`src/rtl/mem_bus_pkg.sv`:
```
// mem_bus_pkg: shared widths, FSM encoding and change-record packing for mem_bus_arbiter
package mem_bus_pkg;
    localparam int ADDR_W = 16;
    localparam int DATA_W = 8;
    localparam int CHANGE_W = 1 + DATA_W + ADDR_W;
    typedef enum logic [1:0] {IDLE = 2'd0, BUSY = 2'd1, DONE = 2'd2} state_t;
    function automatic logic [CHANGE_W-1:0] pack_change(input logic [DATA_W-1:0] data, input logic [ADDR_W-1:0] addr);
        return {1'b1, data, addr};
    endfunction
endpackage

```
`src/rtl/rr_arbiter2.sv`:
```
// rr_arbiter2: combinational two-way round-robin pick
module rr_arbiter2 (
    input  logic req_0,
    input  logic req_1,
    input  logic last_served,
    output logic winner,
    output logic any_req
);
    assign any_req = req_0 | req_1;
    assign winner = (req_0 & req_1) ? ~last_served : req_1;
endmodule

```
`src/rtl/mem_bus_arbiter.sv`:
```
// mem_bus_arbiter: round-robin sharing of the memory port between two caches, with timeout and write change records
module mem_bus_arbiter #(
    parameter int ADDR_W = mem_bus_pkg::ADDR_W,
    parameter int DATA_W = mem_bus_pkg::DATA_W,
    parameter int TIMEOUT = 16
) (
    input  logic                     clock,
    input  logic                     reset,
    input  logic                     req_0,
    input  logic                     req_1,
    input  logic                     we_0,
    input  logic                     we_1,
    input  logic [ADDR_W-1:0]        addr_0,
    input  logic [ADDR_W-1:0]        addr_1,
    input  logic [DATA_W-1:0]        wdata_0,
    input  logic [DATA_W-1:0]        wdata_1,
    output logic                     gnt_0,
    output logic                     gnt_1,
    output logic                     done_0,
    output logic                     done_1,
    output logic                     err_0,
    output logic                     err_1,
    output logic [DATA_W-1:0]        rdata,
    output logic                     mem_req,
    output logic                     mem_we,
    output logic [ADDR_W-1:0]        mem_addr,
    output logic [DATA_W-1:0]        mem_wdata,
    input  logic [DATA_W-1:0]        mem_rdata,
    input  logic                     mem_ready,
    output logic [DATA_W+ADDR_W:0]   cache_change_0,
    output logic [DATA_W+ADDR_W:0]   cache_change_1
);
    import mem_bus_pkg::*;
    localparam int CW = 1 + DATA_W + ADDR_W;
    state_t state, state_d;
    logic last_served, last_d, winner, winner_d, pick, any_req;
    logic [7:0] timer, timer_d;
    logic gnt_0_d, gnt_1_d, done_0_d, done_1_d, err_0_d, err_1_d, mem_req_d, mem_we_d, finish;
    logic [DATA_W-1:0] rdata_d, mem_wdata_d;
    logic [ADDR_W-1:0] mem_addr_d;
    logic [CW-1:0] change_d, cc_0_d, cc_1_d;

    rr_arbiter2 u_rr (
        .req_0(req_0),
        .req_1(req_1),
        .last_served(last_served),
        .winner(pick),
        .any_req(any_req)
    );

    // mem_we/mem_addr/mem_wdata double as the latched request and hold through BUSY
    always_comb begin
        state_d = state;
        last_d = last_served;
        winner_d = winner;
        timer_d = timer;
        mem_req_d = mem_req;
        mem_we_d = mem_we;
        mem_addr_d = mem_addr;
        mem_wdata_d = mem_wdata;
        rdata_d = rdata;
        {gnt_0_d, gnt_1_d, done_0_d, done_1_d, err_0_d, err_1_d} = '0;
        cc_0_d = '0;
        cc_1_d = '0;
        finish = mem_ready || timer == 8'(TIMEOUT - 1);
        change_d = (mem_ready && mem_we) ? pack_change(mem_wdata, mem_addr) : '0;
        case (state)
            IDLE: if (any_req) begin
                state_d = BUSY;
                winner_d = pick;
                timer_d = '0;
                mem_req_d = 1'b1;
                mem_we_d = pick ? we_1 : we_0;
                mem_addr_d = pick ? addr_1 : addr_0;
                mem_wdata_d = pick ? wdata_1 : wdata_0;
                gnt_0_d = ~pick;
                gnt_1_d = pick;
            end
            BUSY: begin
                timer_d = timer + 8'd1;
                if (finish) begin
                    state_d = DONE;
                    mem_req_d = 1'b0;
                    done_0_d = ~winner;
                    done_1_d = winner;
                    err_0_d = ~winner & ~mem_ready;
                    err_1_d = winner & ~mem_ready;
                    rdata_d = (mem_ready && !mem_we) ? mem_rdata : rdata;
                    cc_0_d = winner ? '0 : change_d;
                    cc_1_d = winner ? change_d : '0;
                end
            end
            DONE: begin
                state_d = IDLE;
                last_d = winner;
            end
            default: state_d = IDLE;
        endcase
    end

    always_ff @(posedge clock or negedge reset) begin
        if (!reset) begin
            state <= IDLE;
            last_served <= 1'b1;
            winner <= 1'b0;
            timer <= '0;
            {gnt_0, gnt_1, done_0, done_1, err_0, err_1, mem_req, mem_we} <= '0;
            mem_addr <= '0;
            mem_wdata <= '0;
            rdata <= '0;
            cache_change_0 <= '0;
            cache_change_1 <= '0;
        end else begin
            state <= state_d;
            last_served <= last_d;
            winner <= winner_d;
            timer <= timer_d;
            {gnt_0, gnt_1, done_0, done_1, err_0, err_1, mem_req, mem_we} <=
                {gnt_0_d, gnt_1_d, done_0_d, done_1_d, err_0_d, err_1_d, mem_req_d, mem_we_d};
            mem_addr <= mem_addr_d;
            mem_wdata <= mem_wdata_d;
            rdata <= rdata_d;
            cache_change_0 <= cc_0_d;
            cache_change_1 <= cc_1_d;
        end
    end
endmodule

```
`config.mk`:
```
export PLATFORM = sky130hd
export DESIGN_NAME = mem_bus_arbiter
export DESIGN_NICKNAME = d
export VERILOG_FILES = /design/src/rtl/mem_bus_pkg.sv /design/src/rtl/rr_arbiter2.sv /design/src/rtl/mem_bus_arbiter.sv
export SDC_FILE = /design/constraint.sdc
export NUM_CORES = 1
export LEC_CHECK = 0
export CAP_MARGIN = 30
export CORE_MARGIN = 2
export CORE_UTILIZATION = 35
export DETAILED_ROUTE_END_ITERATION = 12
export GPL_TIMING_DRIVEN = 0
export PLACE_DENSITY = 0.67
export SLEW_MARGIN = 40
export SYNTH_ARGS = -nofsm -noshare
export SYNTH_HDL_FRONTEND = slang
export SYNTH_HIERARCHICAL = 1
export SYNTH_SLANG_ARGS = --single-unit
```
`constraint.sdc`:
```
create_clock -name clock -period 1.7 [get_ports clock]
set_input_delay 0.17 -clock clock [delete_from_list [all_inputs] [get_ports clock]]
set_output_delay 0.17 -clock clock [all_outputs]
set_load 0.1 [all_outputs]
```
==> reports/qor.csv, run 1 <==
stage,metric,value,unit
clocking,Sink Count,102,
logic_synthesis,"FFs w/ async S/R, synth",100,%
pwr,P per Cell Area,2020,mW/mm²
drt,Final ANT Viol Nets,0,
clocking,Clock Latency Late Sink,0.36,ns
drt,Initial DRC Count,91,
timing,Fin. Hold Viols,0,
worst_setup_path,Crit path arrival time,1.85,ns
worst_setup_path,Slowest cell on crit path,dfrtp_1,
worst_setup_path,crit-path max FO,10,
floorplan,die height,109,µm
logic_synthesis,"top cells by count, synth","101 x dfrtp_1, 49 x and2_1, 32 x nand2_1, 26 x mux2i_1, 26 x o21ai_0",
clocking,TritonCTS clock tree,built,
pwr,Lkg Pwr,2.80,nW
logic_synthesis,"EDFF count, synth",0,
drt,drt pass-1 iters,4,
drt,DR vias/cell,4.46,
clocking,TritonCTS buffer count,9,
timing,Max Slew Vio Count,0,
worst_setup_path,Setup CP Type,flop to flop,
worst_setup_path,Worst Path Required,1.98,ns
placed_design,Detailed Place HPWL,7070,µm
drt,routed wire length,9410,µm
logic_synthesis,Yosys reg bits,102,
cells_and_area,final cell count without fillers,616,
logic_synthesis,most frequent cell after synthesis,dfrtp_1,
logic_synthesis,post-synth top area cell,dfrtp_1,
logic_synthesis,ranking of synthesized cells by area,"dfrtp_1 65%, and2_1 7.9%, mux2i_1 6.7%, o21ai_0 3.3%, mux2_2 3.2%",
cells_and_area,fin nets,535,
pwr,Peak VDD IR,1.03,mV
timing,RSZ-0062 raised after global routing,false,
timing,Worst Skew,0.00980,ns
floorplan,Die X,109,µm
timing,fmax,0.639,GHz
logic_synthesis,Most used DFF post-synth,dfrtp_1,
run,MaxCap Viol Count,0,
logic_synthesis,Mapped Cells,305,
cells_and_area,Area Growth Syn to Fin,39.7,%
outcome,outcome,"complete, no violations",
floorplan,# IOs,153,
logic_synthesis,Synth cell types,39,
placed_design,count of placed standard cells including taps,598,
cells_and_area,Diodes inserted,0,
floorplan,core area,0.0108,mm²
clocking,H-tree levels,3,
logic_synthesis,post-synth net total,369,
clocking,Clock Tree Root,clkbuf_8,
worst_setup_path,Worst Setup End Kind,flop,
grt,initial antenna violation count,0,
worst_setup_path,Critical Path Max Stage Delay,0.47,ns
drt,DR DRC count,0,
worst_setup_path,Startpoint Class,flop,
drt,post-DR wirelength/cell,15.3,µm
timing,final period utilization,92.1,%
drt,Vias,2750,
timing,endpoints failing setup,0,
clocking,Max clock buf depth,2,
worst_hold_path,min-delay worst type,primary input to asynchronous set/reset pin,
placed_design,RD Place Congestion,0.810,
placed_design,port bufs,152,
logic_synthesis,register area share after synthesis,65.6,%
grt,global-route wire length before repair,14700,µm
cells_and_area,filler cell count,994,
timing,minimum clock period,1.57,ns
timing,Slew HR,65.9,%
grt,largest net degree at the start of global routing,74,
grt,grt ovf,0,
timing,Tightest Pin Transition,0.515,ns
clocking,"CTS clk-pin slew, worst paths",0.09,ns
grt,GRT Util Overall,16.4,%
timing,Fin Hold WS,0.239,ns
floorplan,# rows,38,
logic_synthesis,Yosys top cell area share,64.9,%
logic_synthesis,Synth warnings,6,
worst_setup_path,critical-path cell list,nand2b_4 > buf_2 > nor4_1 > mux2i_1,
logic_synthesis,syn avg cell area,12.8,µm²
grt,number of global-route vias before repair,2682,
floorplan,Initial Utilization,35.9,%
floorplan,Die ar.,0.0120,mm²
logic_synthesis,Synth Cell Area,0.00389,mm²
cells_and_area,layout cells sized above 1,29.4,%
-- worst max-delay path, delay by kind of cell (launching register included) --
family        cells  cell delay, ns
buf+inv           1            0.20
flops             1            0.47
mux               1            0.22
simple gates      2            0.60
-- final timing paths --
kind / startpoint / endpoint / slack, ns / cells past startpoint
worst max-delay path: state[1]$_DFFE_PN0P_ / timer[7]$_DFFE_PN0P_ / 0.13 / 4
worst min-delay path: reset / mem_wdata[0]$_DFFE_PN0P_ / 0.24 / 2
worst max register to register: state[1]$_DFFE_PN0P_ / timer[7]$_DFFE_PN0P_ / 0.13 / 4
worst min register to register: timer[7]$_DFFE_PN0P_ / timer[7]$_DFFE_PN0P_ / 0.50 / 1
max in group asynchronous: reset / mem_addr[1]$_DFFE_PN0P_ / 0.85 / 3
min in group clock: mem_rdata[4] / rdata[4]$_DFFE_PN0P_ / 0.42 / 2
-- stage by stage --
step	total power, W	area [µm²]	setup TNS, ns	setup slack [ns]	utilization (%)
2_1_floorplan	0.00812	3890	0	0.181	-
3_3_place_gp	0.00976	5590	-335.86	-3.58	51.6
3_5_place_dp	0.00935	5170	-10.19	-0.287	47.7
4_1_cts	0.0110	5400	0	0.00538	49.8
5_1_grt	0.0115	5440	0	0.00661	50.2
6_report	0.0110	5440	0	0.134	50.2
-- where the power goes --
part / leakage, nW / internal, W / switching [W]
registers: 1.35 / 0.00301 / 0.000428
logic: 1.34 / 0.00105 / 0.00483
clock network: 0.108 / 0.000837 / 0.000812
-- sequential cells by signal, indices dropped and copies added (netlist names) --
name,flops
last_served,1
err_0,1
timer,8
winner,1
done_0,1
rdata,8
mem_addr,16
gnt_0,1
state,2
mem_req,1
err_1,1
cache_change_0,25
gnt_1,1
done_1,1
cache_change_1,25
mem_we,1
mem_wdata,8
-- metal layers --
layer / vias to the layer above / GRT usage [%] / share of wire, %
met3: 13 / 3.73 / 5.2
met1: 1297 / 21.3 / 42
met4: 0 / 6.60 / 1.9
met2: 80 / 26.6 / 51
li1: 1360 / - / -
met5: - / 0 / 0
-- layout by cell type, fill, tap and decap left out, drive strengths merged --
master,count
nor2,7
or3b,1
o211ai,1
dlygate4sd3,1
mux2,11
nor3b,2
mux2i,26
a21bo,1
and3,3
and2,49
buf,104
a21boi,1
nand2b,1
o31ai,2
nand3,3
dfstp,1
o41ai,1
clkbuf,15
inv,3
clkinv,2
a21o,1
or4,2
clkdlybuf4s50,61
o311ai,1
ha,1
dfrtp,101
o21ai,27
bufinv,2
nor4,1
nand2,32
a32o,1
nor3,4
o21bai,1
o21ba,1
or2,1
a22o,3
a21oi,1
-- kinds of logic after synthesis --
| family | share of synthesized area, % |
|---|---|
| AO/OA/AOI/OAI | 6.84 |
| adder cells (fa/ha/maj) | 0.321 |
| buffers and inverters | 2.06 |
| flip-flops | 65.6 |
| multiplexers | 9.87 |
| AND/OR/NAND/NOR | 15.3 |
-- area by class of cell --
type | count | area [µm²] | share of cell area [%]
Clock inverter | 5 | 82.6 | 1.52
Inverter | 2 | 7.51 | 0.138
Sequential cell | 102 | 2550 | 47.0
Clock buffer | 11 | 131 | 2.42
Tap cell | 140 | 175 | 3.22
Multi-Input combinational cell | 186 | 1270 | 23.4
Timing Repair Buffer | 155 | 1130 | 20.8
Buffer | 15 | 80.1 | 1.47
-- timing repair --
| item | in CTS | in global routing |
|---|---|---|
| setup endpoints to repair | 0 | 57 |
| gates resized for setup | 0 | 12 |
| hold endpoints to repair | 59 | 0 |
| buffers inserted | 0 | 1 |
| hold buffers | 1 | 0 |
Note: power is estimated with default switching activity, not from simulation.
==> run 2, diff against run 1 <==
--- a/constraint.sdc
+++ b/constraint.sdc
@@ -3,2 +3,2 @@
 set_output_delay 0.17 -clock clock [all_outputs]
-set_load 0.1 [all_outputs]
+set_load 0.02 [all_outputs]
==> run 2 against run 1 <==
Against the previous run:
- clock skew is 0.0039 ns higher
- setup slack got worse by 0.070 ns
- clock power down 2%
- final cell count shrank 0.32%
- critical path depth fell by 3
- critical path type is now flop to primary output
- largest power group is now sequential cells
==> reports/qor.csv, run 2 (synthesis gave the netlist of run 1 again) <==
stage,metric,value,unit
cells_and_area,Diodes inserted,0,
clocking,Max clock buf depth,2,
worst_hold_path,min-delay worst type,primary input to asynchronous set/reset pin,
drt,DR DRC count,0,
grt,GRT Util Overall,16.5,%
timing,Worst Skew,0.0137,ns
pwr,Peak VDD IR,0.636,mV
clocking,Clock Tree Root,clkbuf_8,
pwr,Clk pwr share,19.4,%
worst_setup_path,r2r worst-path depth,4,
cells_and_area,"leading cell type in the layout, fill and taps excluded",clkdlybuf4s50_1,
worst_setup_path,Worst R2R Setup Slack,0.12,ns
worst_setup_path,largest delay contributor family on the critical path,buffers and inverters,
worst_setup_path,crit-path max FO,4,
placed_design,RD Place Congestion,0.781,
timing,minimum clock period,1.64,ns
worst_setup_path,buffer and inverter count on the worst path,1,
drt,routed wire length,9510,µm
pwr,Lkg Pwr,2.65,nW
floorplan,# rows,38,
cells_and_area,largest registers,"cache_change_0 x25, cache_change_1 x25, mem_addr x16",
pwr,Switching Power,0.00295,W
drt,Vias,2800,
grt,initial antenna violation count,0,
timing,fmax,0.611,GHz
clocking,"CTS clk-pin slew, worst paths",0.09,ns
drt,Initial DRC Count,58,
cells_and_area,Area Growth Syn to Fin,51.2,%
drt,drt pass-1 iters,4,
clocking,TritonCTS buffer count,9,
worst_setup_path,Crit path arrival time,1.47,ns
cells_and_area,filler cell count,963,
cells_and_area,fin nets,535,
pwr,Pint,0.00537,W
worst_setup_path,Setup CP Type,flop to primary output,
cells_and_area,Final Core Density,54.3,%
outcome,outcome,"complete, no violations",
timing,Max Slew Vio Count,0,
worst_setup_path,Critical Path Max Stage Delay,0.66,ns
worst_setup_path,Worst Path Required,1.53,ns
cells_and_area,layout cells sized above 1,10.3,%
pwr,P per Cell Area,1410,mW/mm²
drt,DR vias/cell,4.56,
run,MaxCap Viol Count,0,
clocking,TritonCTS clock tree,built,
floorplan,# IOs,153,
clocking,Sink Count,102,
pwr,Comb power frac,38.9,%
placed_design,port bufs,152,
timing,Tightest Pin Transition,0.495,ns
worst_setup_path,critical-path cell list,clkdlybuf4s50_1,
grt,number of global-route vias before repair,2873,
floorplan,Die ar.,0.0120,mm²
grt,largest net degree at the start of global routing,53,
drt,Final ANT Viol Nets,0,
timing,final period utilization,96.3,%
floorplan,Initial Utilization,35.9,%
worst_setup_path,RR Endpoint,timer[5]$_DFFE_PN0P_,
worst_setup_path,Slowest cell on crit path,clkdlybuf4s50_1,
placed_design,Detailed Place HPWL,7210,µm
grt,grt ovf,0,
grt,global-route wire length before repair,14800,µm
clocking,Clock Latency Late Sink,0.35,ns
clocking,H-tree levels,3,
timing,Fin. Hold Viols,0,
pwr,Net Sw Frac,35.5,%
floorplan,core area,0.0108,mm²
cells_and_area,most frequent cells in the layout,"151 x clkdlybuf4s50_1, 101 x dfrtp_1, 49 x and2_1, 32 x nand2_1",
worst_setup_path,Startpoint Class,flop,
timing,endpoints failing setup,0,
pwr,sequential power share,41.7,%
floorplan,die height,109,µm
timing,Slew HR,66.9,%
floorplan,Die X,109,µm
worst_setup_path,RR Startpoint,state[1]$_DFFE_PN0P_,
drt,post-DR wirelength/cell,15.5,µm
worst_setup_path,Worst Setup End Kind,primary output,
timing,Setup TNS,0,ns
run 2: timing repair:
action	in CTS	in global routing
resized for setup	2	7
buffers inserted	0	1
setup endpoints to repair	4	24
hold endpoints to repair	50	0
hold buffers	1	0
pin swaps	0	1
run 2: worst max-delay path by stage:
stage,slack (ns),cells after the start,from,end
floorplan,0.26,3,timer[4]$_DFFE_PN0P_,mem_req$_DFFE_PN0P_
global placement,-3.22,1,reset,cache_change_0[10]$_DFF_PN0_
detailed placement,-0.34,6,req_1,mem_addr[5]$_DFFE_PN0P_
CTS,0.004,4,state[1]$_DFFE_PN0P_,cache_change_1[6]$_DFF_PN0_
global route,-0.007,1,mem_we$_DFFE_PN0P_,mem_we
finish,0.06,1,mem_we$_DFFE_PN0P_,mem_we
run 2: final cells by class:
class,count,area (µm²),area share (%)
Buffer,15,81.3,1.38
Clock buffer,9,124,2.10
Clock inverter,5,83.8,1.42
Inverter,2,7.51,0.127
Multi-Input combinational cell,186,1280,21.7
Sequential cell,102,2550,43.4
Tap cell,140,175,2.97
Timing Repair Buffer,155,1580,26.9
run 2: power by group through the flow:
stage	logic (W)	clock network [W]	registers [W]
floorplan	0.00102	0	0.00405
global placement	0.00317	0	0.00348
detailed placement	0.00323	0	0.00351
CTS	0.00325	0.00164	0.00347
global route	0.00349	0.00178	0.00357
finish	0.00324	0.00161	0.00347
run 2: layer usage:
layer  global-route usage [%]  routed length, µm  up-vias
met3                     2.67                330       19
met5                        0                  0        -
met2                     28.4               5010       65
met1                     20.5               3930     1353
met4                     6.96                238        0
li1                         -                  -     1363
run 2: stage by stage:
step,std cells,total power [W],worst slack [ns],hold WS (ns),area (µm²)
2_1_floorplan,305,0.00506,0.258,-0.126,3890
3_3_place_gp,597,0.00665,-3.22,0.477,5590
3_5_place_dp,598,0.00674,-0.341,0.110,5620
4_1_cts,613,0.00835,0.00431,0.314,5850
5_1_grt,614,0.00884,-0.00658,0.326,5890
6_report,614,0.00832,0.0637,0.301,5890
==> run 3, diff against run 2 <==
Settings changed: PLACE_DENSITY 0.67 to 0.69.
Clock period 1.7 ns to 1.5 ns, I/O delays scaled along.
==> run 3 against run 2 <==
Against the previous run:
- critical endpoint is now mem_addr[12]$_DFFE_PN0P_
- register-to-register slack worse by 0.12 ns
- global-route usage about the same
- clock skew down 0.0055 ns
- the flow now finishes with violations (negative setup slack)
- total power up 12%
==> reports/qor.csv, run 3 (synthesis gave the netlist of run 1 again) <==
stage,metric,value,unit
timing,minimum clock period,1.50,ns
pwr,Net Sw Frac,36.8,%
clocking,Max clock buf depth,2,
floorplan,Initial Utilization,35.9,%
timing,Worst Skew,0.00820,ns
placed_design,Detailed Place HPWL,7020,µm
timing,final setup margin,-0.000294,ns
drt,DR vias/cell,4.53,
cells_and_area,largest registers,"cache_change_0 x25, cache_change_1 x25, mem_addr x16",
cells_and_area,layout cells sized above 1,13.2,%
worst_setup_path,Worst Setup End Kind,flop,
clocking,"CTS clk-pin slew, worst paths",0.10,ns
pwr,P per Cell Area,1540,mW/mm²
grt,grt ovf,0,
placed_design,count of placed standard cells including taps,598,
timing,final period utilization,100,%
floorplan,# IOs,153,
grt,initial antenna violation count,0,
worst_setup_path,RR Startpoint,last_served$_DFFE_PN1N_,
floorplan,core area,0.0108,mm²
pwr,Peak VDD IR,0.700,mV
worst_setup_path,Worst Path Required,1.73,ns
drt,DR DRC count,0,
grt,number of global-route vias before repair,2878,
pwr,sequential power share,41.9,%
worst_setup_path,critical path launch point,last_served$_DFFE_PN1N_,
clocking,H-tree levels,3,
placed_design,RD Place Congestion,0.798,
outcome,violated checks,negative setup slack,
pwr,Pint,0.00591,W
worst_setup_path,crit-path max FO,10,
pwr,Clk pwr share,19.2,%
timing,Fin. Hold Viols,0,
timing,Setup TNS,-0.000294,ns
timing,endpoints failing setup,1,
pwr,Comb power frac,38.9,%
worst_setup_path,Setup CP Type,flop to flop,
grt,largest net degree at the start of global routing,80,
placed_design,"worst slack, placed",-0.455,ns
timing,Max Slew Vio Count,0,
drt,Vias,2824,
floorplan,Die X,109,µm
cells_and_area,fin nets,543,
drt,post-DR wirelength/cell,15.5,µm
pwr,Switching Power,0.00345,W
clocking,Sink Count,102,
floorplan,die height,109,µm
floorplan,# rows,38,
run,MaxCap Viol Count,0,
drt,Initial DRC Count,99,
pwr,Lkg Pwr,3.37,nW
timing,Tightest Pin Transition,0.475,ns
timing,RSZ-0062 raised after global routing,true,
grt,global-route wire length before repair,15000,µm
cells_and_area,final cell count without fillers,624,
drt,Final ANT Viol Nets,0,
clocking,TritonCTS clock tree,built,
worst_setup_path,Crit path arrival time,1.73,ns
cells_and_area,"leading cell type in the layout, fill and taps excluded",dfrtp_1,
timing,Slew HR,68.3,%
worst_hold_path,min-delay worst type,primary input to asynchronous set/reset pin,
drt,routed wire length,9660,µm
clocking,Clock Latency Late Sink,0.35,ns
floorplan,Die ar.,0.0120,mm²
timing,fmax,0.667,GHz
outcome,outcome,finished with violations,
grt,GRT Util Overall,16.5,%
drt,drt pass-1 iters,4,
clocking,Clock Tree Root,clkbuf_8,
cells_and_area,Area Growth Syn to Fin,55.9,%
worst_setup_path,Startpoint Class,flop,
cells_and_area,most frequent cells in the layout,"100 x dfrtp_1, 90 x clkdlybuf4s50_1, 49 x and2_1, 33 x dlymetal6s2s_1, 32 x nand2_1",
placed_design,port bufs,152,
clocking,TritonCTS buffer count,9,
cells_and_area,Diodes inserted,0,
-- run 3: worst paths after layout --
| kind | end | slack (ns) | depth (start not counted) |
|---|---|---|---|
| min in group clock | rdata[0]$_DFFE_PN0P_ | 0.41 | 2 |
| max in group asynchronous | mem_addr[12]$_DFFE_PN0P_ | 0.65 | 3 |
| worst max-delay path | mem_addr[12]$_DFFE_PN0P_ | -0.0003 | 5 |
| worst min register to register | timer[7]$_DFFE_PN0P_ | 0.50 | 1 |
| worst min-delay path | cache_change_0[16]$_DFF_PN0_ | 0.22 | 2 |
| worst max register to register | mem_addr[12]$_DFFE_PN0P_ | -0.0003 | 5 |
-- run 3: layout make-up --
| cell class | instances | area [µm²] |
|---|---|---|
| tap | 140 | 175 |
| timing repair buffer | 163 | 1690 |
| sequential | 102 | 2550 |
| inverter | 2 | 7.51 |
| fill | 968 | 4770 |
| multi-input combinational | 186 | 1320 |
| clock inverter | 6 | 76.3 |
| buffer | 15 | 106 |
| clock buffer | 10 | 138 |
-- run 3: power by group through the flow --
| stage | Combinational [W] | Sequential (W) | Clock, W |
|---|---|---|---|
| floorplan | 0.00115 | 0.00459 | 0 |
| global placement | 0.00357 | 0.00395 | 0 |
| detailed placement | 0.00363 | 0.00398 | 0 |
| CTS | 0.00354 | 0.00392 | 0.00186 |
| global route | 0.00392 | 0.00403 | 0.00199 |
| finish | 0.00364 | 0.00392 | 0.00180 |
-- run 3: layer usage --
| metal | GRT usage [%] | share of wire (%) | up-vias | routed length [µm] |
|---|---|---|---|---|
| met2 | 28.4 | 53 | 63 | 5150 |
| met1 | 21.0 | 41 | 1381 | 3970 |
| met5 | 0 | 0 | - | 0 |
| met4 | 4.79 | 1.5 | 0 | 147 |
| li1 | - | - | 1371 | - |
| met3 | 3.62 | 4.0 | 9 | 388 |
-- run 3: through the flow --
stage / hold slack [ns] / util (%) / power [W] / instance area, µm²
floorplan: -0.146 / - / 0.00574 / 3890
global placement: 0.474 / 51.6 / 0.00752 / 5590
detailed placement: 0.0000857 / 51.9 / 0.00761 / 5620
CTS: 0.200 / 54.5 / 0.00931 / 5900
global route: 0.220 / 56.0 / 0.00995 / 6070
finish: 0.225 / 56.0 / 0.00936 / 6070
-- run 3: timing repair --
action | CTS | global route
hold endpoints to repair | 102 | 0
buffers inserted | 5 | 4
gates resized for setup | 43 | 60
hold buffers | 1 | 0
setup endpoints to repair | 102 | 88
pin swaps | 1 | 3
-- run 3: critical path: stages, from the launching register on --
cell	delay, ns
dfstp_2	0.38
a21boi_1	0.14
buf_4	0.23
buf_4	0.25
mux2i_1	0.26
o21ai_0	0.11
